--- src/rtl/uart_pkg.sv ---
// uart_pkg: shared types and constants for the uart_tx_frame transmitter
package uart_pkg;
    typedef enum logic [1:0] {PAR_NONE = 2'd0, PAR_EVEN = 2'd1, PAR_ODD = 2'd2} parity_e;
    typedef enum logic [2:0] {IDLE, START, DATA, PARITY, STOP} tx_state_e;
    localparam int MIN_DIV = 2;
    function automatic parity_e decode_parity(input logic [1:0] mode);
        return (mode == 2'd1) ? PAR_EVEN : (mode == 2'd2) ? PAR_ODD : PAR_NONE;
    endfunction
endpackage

--- src/rtl/uart_tx_fifo.sv ---
// uart_tx_fifo: synchronous circular FIFO with level; push ignored when full, pop ignored when empty
module uart_tx_fifo #(
    parameter int W = 8,
    parameter int DEPTH = 16,
    parameter int LVL_W = $clog2(DEPTH + 1)
) (
    input  logic             clk,
    input  logic             rst_n,
    input  logic             push,
    input  logic [W-1:0]     din,
    input  logic             pop,
    output logic [W-1:0]     dout,
    output logic             full,
    output logic             empty,
    output logic [LVL_W-1:0] level
);
    localparam int PTR_W = $clog2(DEPTH);
    logic [W-1:0] r_mem [DEPTH];
    logic [PTR_W-1:0] r_wr, r_rd;
    logic [LVL_W-1:0] r_level;
    logic w_push, w_pop;
    assign full = r_level == LVL_W'(DEPTH);
    assign empty = r_level == '0;
    assign w_push = push && !full;
    assign w_pop = pop && !empty;
    assign dout = r_mem[r_rd];
    assign level = r_level;
    always_ff @(posedge clk)
        if (w_push) r_mem[r_wr] <= din;
    always_ff @(posedge clk or negedge rst_n)
        if (!rst_n) begin
            r_wr <= '0;
            r_rd <= '0;
            r_level <= '0;
        end else begin
            if (w_push) r_wr <= r_wr + 1'b1;
            if (w_pop) r_rd <= r_rd + 1'b1;
            r_level <= r_level + LVL_W'(w_push) - LVL_W'(w_pop);
        end
endmodule

--- src/rtl/uart_tx_frame.sv ---
// uart_tx_frame: 5-9 bit UART TX with valid/ready input, parity, 1/2 stop bits; UART_TX_FIFO_EN selects FIFO over holding register
module uart_tx_frame import uart_pkg::*; #(
    parameter int DATA_W = 8,
    parameter int DIV_W = 16,
    parameter int FIFO_DEPTH = 16,
    localparam int LVL_W = $clog2(FIFO_DEPTH + 1)
) (
    input  logic             clk,
    input  logic             rst_n,
    input  logic [DIV_W-1:0] cfg_div,
    input  logic [1:0]       cfg_parity,
    input  logic             cfg_stop2,
    input  logic [DATA_W-1:0] s_data,
    input  logic             s_valid,
    output logic             s_ready,
    output logic             tx,
    output logic             busy,
    output logic [LVL_W-1:0] fifo_level
);
    localparam int BIT_W = $clog2(DATA_W);
    logic [DATA_W-1:0] w_head;
    logic w_empty, w_full, w_push, w_load;
    assign s_ready = !w_full;
    assign w_push = s_valid && s_ready;
`ifdef UART_TX_FIFO_EN
    uart_tx_fifo #(.W(DATA_W), .DEPTH(FIFO_DEPTH), .LVL_W(LVL_W)) u_fifo (
        .clk(clk), .rst_n(rst_n), .push(w_push), .din(s_data), .pop(w_load),
        .dout(w_head), .full(w_full), .empty(w_empty), .level(fifo_level)
    );
`else
    logic [DATA_W-1:0] r_hold;
    logic r_hold_valid;
    always_ff @(posedge clk or negedge rst_n)
        if (!rst_n) begin
            r_hold <= '0;
            r_hold_valid <= 1'b0;
        end else if (w_push) begin
            r_hold <= s_data;
            r_hold_valid <= 1'b1;
        end else if (w_load) begin
            r_hold_valid <= 1'b0;
        end
    assign w_head = r_hold;
    assign w_empty = !r_hold_valid;
    assign w_full = r_hold_valid;
    assign fifo_level = LVL_W'(r_hold_valid);
`endif
    tx_state_e r_state, w_state;
    parity_e r_pmode, w_pmode;
    logic [DIV_W-1:0] r_cnt, w_cnt, r_div, w_div;
    logic [BIT_W-1:0] r_bit, w_bit;
    logic [DATA_W-1:0] r_shift, w_shift;
    logic r_par, w_par, r_stop2, w_stop2, r_stop_n, w_stop_n, r_tx, w_tx, w_last;
    assign w_last = r_cnt == r_div - 1'b1;
    always_comb begin
        w_state = r_state;
        w_pmode = r_pmode;
        w_cnt = w_last ? '0 : r_cnt + 1'b1;
        w_div = r_div;
        w_bit = r_bit;
        w_shift = r_shift;
        w_par = r_par;
        w_stop2 = r_stop2;
        w_stop_n = r_stop_n;
        w_tx = r_tx;
        w_load = 1'b0;
        case (r_state)
            IDLE: begin
                w_cnt = '0;
                w_load = !w_empty;
            end
            START: if (w_last) begin
                w_state = DATA;
                w_bit = '0;
                w_tx = r_shift[0];
            end
            DATA: if (w_last) begin
                if (r_bit == BIT_W'(DATA_W - 1)) begin
                    w_state = (r_pmode == PAR_NONE) ? STOP : PARITY;
                    w_tx = (r_pmode == PAR_NONE) ? 1'b1 : r_par ^ (r_pmode == PAR_ODD);
                    w_stop_n = 1'b0;
                end else begin
                    w_bit = r_bit + 1'b1;
                    w_shift = r_shift >> 1;
                    w_tx = r_shift[1];
                end
            end
            PARITY: if (w_last) begin
                w_state = STOP;
                w_tx = 1'b1;
                w_stop_n = 1'b0;
            end
            STOP: if (w_last) begin
                if (r_stop2 && !r_stop_n) begin
                    w_stop_n = 1'b1;
                end else begin
                    w_state = IDLE;
                    w_tx = 1'b1;
                    w_load = !w_empty;
                end
            end
            default: begin
                w_state = IDLE;
                w_tx = 1'b1;
            end
        endcase
        // Frame start from IDLE or straight out of the last stop bit; config is frozen here
        if (w_load) begin
            w_state = START;
            w_tx = 1'b0;
            w_cnt = '0;
            w_shift = w_head;
            w_par = ^w_head;
            w_div = (cfg_div < DIV_W'(MIN_DIV)) ? DIV_W'(MIN_DIV) : cfg_div;
            w_pmode = decode_parity(cfg_parity);
            w_stop2 = cfg_stop2;
        end
    end
    always_ff @(posedge clk or negedge rst_n)
        if (!rst_n) begin
            r_state <= IDLE;
            r_pmode <= PAR_NONE;
            r_cnt <= '0;
            r_div <= DIV_W'(MIN_DIV);
            r_bit <= '0;
            r_shift <= '0;
            r_par <= 1'b0;
            r_stop2 <= 1'b0;
            r_stop_n <= 1'b0;
            r_tx <= 1'b1;
        end else begin
            r_state <= w_state;
            r_pmode <= w_pmode;
            r_cnt <= w_cnt;
            r_div <= w_div;
            r_bit <= w_bit;
            r_shift <= w_shift;
            r_par <= w_par;
            r_stop2 <= w_stop2;
            r_stop_n <= w_stop_n;
            r_tx <= w_tx;
        end
    assign tx = r_tx;
    assign busy = r_state != IDLE;
endmodule

--- config.mk ---
export PLATFORM = sky130hd
export DESIGN_NAME = uart_tx_frame
export DESIGN_NICKNAME = d
export VERILOG_FILES = /design/src/rtl/uart_pkg.sv /design/src/rtl/uart_tx_fifo.sv /design/src/rtl/uart_tx_frame.sv
export SDC_FILE = /design/constraint.sdc
export NUM_CORES = 1
export LEC_CHECK = 0
export CORE_MARGIN = 2
export CORE_UTILIZATION = 25
export DETAILED_ROUTE_END_ITERATION = 10
export PLACE_DENSITY = 0.38
export SLEW_MARGIN = 20
export SYNTH_ARGS = -nofsm -noshare
export SYNTH_HDL_FRONTEND = slang
export SYNTH_SLANG_ARGS = --single-unit
--- constraint.sdc ---
create_clock -name clk -period 5.3 [get_ports clk]
set_clock_uncertainty 0.2 [all_clocks]
set_input_delay 0.53 -clock clk [delete_from_list [all_inputs] [get_ports clk]]
set_output_delay 0.53 -clock clk [all_outputs]
set_load 0.02 [all_outputs]
Yosys cells after proc, flatten, opt, wreduce, memory -nomap -nowiden
Cells that the tools add are included.
Word-level totals
  bits in registers: 61
  bits of input ports: 30
  output and inout port bits: 8
  logic and storage cells: 102
Cells by class
  $add $sub $neg: 3
  order comparisons: 1
  equality and inequality tests: 24
  muxes and demuxes: 43
  bitwise gates (word level): 1
  reduce and logical (&&, ||, !) cells: 18
Operators by type and width (number)
  $mux 16: 4
  $mux 3: 11
  $mux 8: 4
  $ne 2x2->1 const B: 9
  $ne 3x3->1 const B: 6
  $mux 1: 17
  $add 16x1->16 const B: 1
  $eq 16x16->1: 1
  $lt 16x2->1 const B: 1
  $sub 16x1->16 const B: 1
  $pmux 3 s5: 1
  $reduce_and 6->1: 2
  $reduce_bool 2->1: 4
  $reduce_xor 8->1: 1
  $reduce_and 7->1: 1
  $eq 3x2->1 const B: 2
  $eq 3x3->1 const B: 2
  $pmux 3 s2: 1
  $reduce_bool 3->1: 2
  $pmux 1 s5: 1
  $eq 2x2->1 const B: 2
  $mux 2: 2
  $reduce_and 4->1: 1
  $add 3x1->3 const B: 1
  10 further kinds: 12

Longest topological paths before layout
  depth in word-level cells: 7
  gate-level depth with buffers: 12
  mapped depth without buffers: 10

Worst setup path before layout
No wires, ideal clock.
  path type: reg-to-reg
  start: register r_div[3]
  end: register r_div[10]
  arrival time: 2990 ps
  data required time: 4973 ps
  path slack: 1982 ps
  stages on the path, launching flop included: 10
  buffers on the path: 2
  clock period less this slack: 3318 ps
  cell sequence: dfrtp_1 > or4_1 > clkbuf_1 > or4_1 > a211o_1 > nand3_2 > nand4_4 > o31ai_4 > buf_6 > mux2_1
On the way
  cells in the longest elaborated chain, start to end: 4
Ends and longest elaborated chain
  start, declared: line uart_tx_frame.sv:50  | logic [DIV_W-1:0] r_cnt, w_cnt, r_div, w_div;
  start signal, assigned: line uart_tx_frame.sv:124  | r_div <= DIV_W'(MIN_DIV);
  start signal, assigned: line uart_tx_frame.sv:135  | r_div <= w_div;
  $sub 16x1->16: line uart_tx_frame.sv:54  | assign w_last = r_cnt == r_div - 1'b1;
  $eq 16x16->1: line uart_tx_frame.sv:54
  $mux 1: line uart_tx_frame.sv:93  | STOP: if (w_last) begin
  $pmux 1 s2: line uart_tx_frame.sv:67  | case (r_state)
No other way between the ends.
A chain may end at the register's enable or synchronous reset.

Worst setup path after layout
  start: register r_div[2]
  end: register r_div[15]
The elaborated chain is that of the path after synthesis.

==> run summary <==
STATUS
------------------------------------------------------------------------------------------
Result of the run                                                             complete, no violations

CRITICAL PATH
------------------------------------------------------------------------------------------
FF-to-FF path depth                                                                      8
Critical path type                                                            flip-flop to flip-flop
Worst reg-to-reg setup slack                                                       1430 ps
Largest fanout of any net on the critical path                                          45
Critical path startpoint category                                                flip-flop
Worst r2r dst                                                                    r_div[15]
Kind of capture point of the worst setup path                                    flip-flop
Crit path arrival time                                                             3890 ps
Required time of the critical path                                                 5320 ps
Launch instance of the worst register-to-register path                            r_div[2]

GLOBAL ROUTING
------------------------------------------------------------------------------------------
Global-route wire length before repair                                            14000 um
Met3 usage                                                                          0.0390
Global-route met2 utilization                                                        0.194
Number of global-route vias before repair                                             2670
Pin count of the biggest net entering global routing                                    62
Global route hottest layer                                                            met2
Initial antenna violation count                                                          0
Met1 Track Usage GR                                                                  0.157
All-Layer GR Usage                                                                   0.123
Overall overflow remaining after global route                                            0

ROUTING
------------------------------------------------------------------------------------------
Router iterations before antenna repair                                                  4
Per-cell routed wire length                                                        14.5 um
Drt total wl                                                                       8350 um
Final routed DRC violation total                                                         0
Number of nets with antenna violations after routing                                     0
Via count                                                                             2671
Number of vias per cell                                                               4.65
1st-iter DRT viols                                                                     113

STA
------------------------------------------------------------------------------------------
Min cycle time layout                                                              3870 ps
Count of final hold-check violations                                                     0
Final sum of negative setup slack                                                     0 ps
Worst Max-Slew Pin Slew                                                            1060 ps
Slew margin rel.                                                                     0.285
Max Transition Viols Final                                                               0
Final number of setup-violating endpoints                                                0
Peak Freq                                                                          258 MHz
Fin Hold WS                                                                         173 ps
RSZ-0062 raised after global routing                                                 false
Crit share post-route                                                                0.730

SYNTHESIS
------------------------------------------------------------------------------------------
Post-synthesis average cell area                                                 9.83 um^2
Most common library cells after synthesis                                     59 x dfrtp_1, 30 x nor2_1, 25 x nand2_1, 25 x xnor2_1, 20 x o21ai_0
Top post-synthesis cells by area                                              dfrtp_1 42%, xnor2_1 6.2%, mux2_2 3.9%
Predominant post-synthesis flop cell                                               dfrtp_1
Main combinational cell family by area after synthesis                        simple AND/OR/NAND/NOR gates
Complex-gate fraction of the synthesized area                                        0.104
Ys async rst share                                                                    1.00
Distinct cell type count after synthesis                                                50
Post-Syn Instances                                                                     357
Share of synthesized cell area in full adder, half adder and majority cells         0.0143
Largest area contributor in the synthesized netlist                                dfrtp_1
Number of register bits inferred by synthesis                                           61
Share of synthesized area spent on multiplexers                                     0.0963
Count leader, synth                                                                dfrtp_1
EDFF count, synth                                                                        0
Share of the synthesized area in the top cell type                                   0.421
Simple-gate portion of the synthesized area                                          0.211
Post-Synthesis Cell Area                                                         3510 um^2
YS warnings                                                                              0
Portion of the post-synthesis area used by sequential elements                       0.436
Post-Synth XOR/XNOR Area                                                            0.0923

CLOCK TREE
------------------------------------------------------------------------------------------
Postcts setup bufs                                                                       0
Total of cells resized after clock tree synthesis                                        0
Number of buffers created by CTS                                                         9
Clock sink count                                                                        61
Root buffer cell                                                                 clkbuf_16
Cts-stage hold buffer count                                                              0
Clock slew at the register clock pins of the worst setup and hold paths              50 ps
TritonCTS clock tree                                                                 built
Depth of the CTS H-tree                                                                  3
Maximum buffer depth of the clock tree                                                   2
Later-pin clock latency in the skew report                                          340 ps

FLOORPLAN
------------------------------------------------------------------------------------------
Horizontal extent of the die                                                        122 um
Total die area                                                                  15000 um^2
Placement row count                                                                     43
Number of top-level pins                                                                38
Area of the placeable core                                                      13800 um^2
Height of the die                                                                   122 um
Initial Utilization                                                                  0.255

FINAL LAYOUT
------------------------------------------------------------------------------------------
Area Growth Syn to Fin                                                               22.9%
Fraction of final layout cells sized beyond drive strength 1                        0.0990
Final non-filler cell area                                                       4310 um^2
Number of antenna cells inserted                                                         0
Filler cell count in the final layout                                                 1488
Nets@finish                                                                            423

POWER AND IR DROP
------------------------------------------------------------------------------------------
Ratio of total power to cell area                                              522 nW/um^2
Largest voltage drop on the vdd net                                               0.185 mV
Pwr Total                                                                          2.25 mW
LEAKAGE                                                                            1.69 nW

PLACED DESIGN
------------------------------------------------------------------------------------------
Area after detailed placement                                                    3990 um^2
Port Buffer Count                                                                       33
Placer's final routability congestion estimate                                       0.779
Detailed placer's ending HPWL                                                      6110 um

JOB
------------------------------------------------------------------------------------------
Max-cap check violation count                                                            0

MIN PATH
------------------------------------------------------------------------------------------
Worst hold path type                                                          primary input to async pin

==> layer usage <==
layer,vias up,wire (um)
met4,0,146
met3,11,321
met1,1296,3940
met2,37,3950
li1,1327,-
met5,-,0
==> cell usage in the layout, fill, tap and decap left out, drive strengths merged, types with 5 or more instances in the layout <==
cell           instances
nand2                 25
inv                   15
mux2i                  9
nor4                  12
and3                   6
mux2                  22
nand3b                 5
dfrtp                 59
nor2                  30
clkbuf                12
nor3                  11
or3                    7
nand3                 15
a21oi                  7
a31oi                  6
xor2                  12
xnor2                 25
o21ai                 20
nor2b                  5
clkdlybuf4s50         32
o211ai                 5
==> cells by family (layout without fill, tap and decap cells) <==
logic type      after synthesis  after routing
compound gates               56             56
xor+xnor                     37             37
fa+ha+maj                     4              4
buf+inv                      32             66
flops                        61             61
mux                          31             31
other cells                   1              4
simple gates                135            135
==> report_power, final <==
part	internal (mW)	switching (mW)
combinational	0.376	0.392
sequential	0.636	0.202
clock	0.435	0.210
==> stage by stage <==
| stage | util | std cells | worst slack, ps |
|---|---|---|---|
| floorplan | - | 360 | 1980 |
| global placement | 0.289 | 558 | 1540 |
| detailed placement | 0.289 | 558 | 1500 |
| CTS | 0.313 | 574 | 1490 |
| global route | 0.313 | 574 | 1170 |
| finish | 0.313 | 574 | 1430 |
==> final cells by class <==
class                           count  area [um^2]  area share
Clock buffer                       12          256      0.0595
Sequential cell                    61         1530       0.355
Timing Repair Buffer               35          340      0.0789
Multi-Input combinational cell    267         1830       0.425
Tap cell                          180          225      0.0522
Clock inverter                      4         70.1      0.0163
Inverter                           15         56.3      0.0131
==> how the worst max path moves through the flow <==
stage / startpoint / endpoint / slack, ps / cells past startpoint
4_1_cts: r_div[2] / r_stop2 / 1490 / 8
2_1_floorplan: r_div[3] / r_div[10] / 1980 / 9
6_report: r_div[2] / r_div[15] / 1430 / 8
5_1_grt: r_div[2] / r_shift[0] / 1170 / 9
3_3_place_gp: r_div[2] / r_div[15] / 1540 / 8
3_5_place_dp: r_div[2] / r_div[15] / 1500 / 8
==> worst max-delay path: stages (launching register included) <==
cell and delay, ps:
dfrtp_1 450, nor3_1 890, a211oi_1 170, or4_1 530, nor2b_1 130, nand4_1 240
o31ai_4 280, buf_4 450, mux2_2 390
==> state kept, by name, indices dropped and copies added (netlist names) <==
| name | flops |
|---|---|
| r_par | 1 |
| r_pmode | 2 |
| tx | 1 |
| r_stop2 | 1 |
| r_cnt | 16 |
| r_hold | 8 |
| r_stop_n | 1 |
| r_state | 3 |
| r_shift | 8 |
| r_div | 16 |
| r_bit | 3 |
| r_hold_valid | 1 |
(Power assumes the default switching activity.)
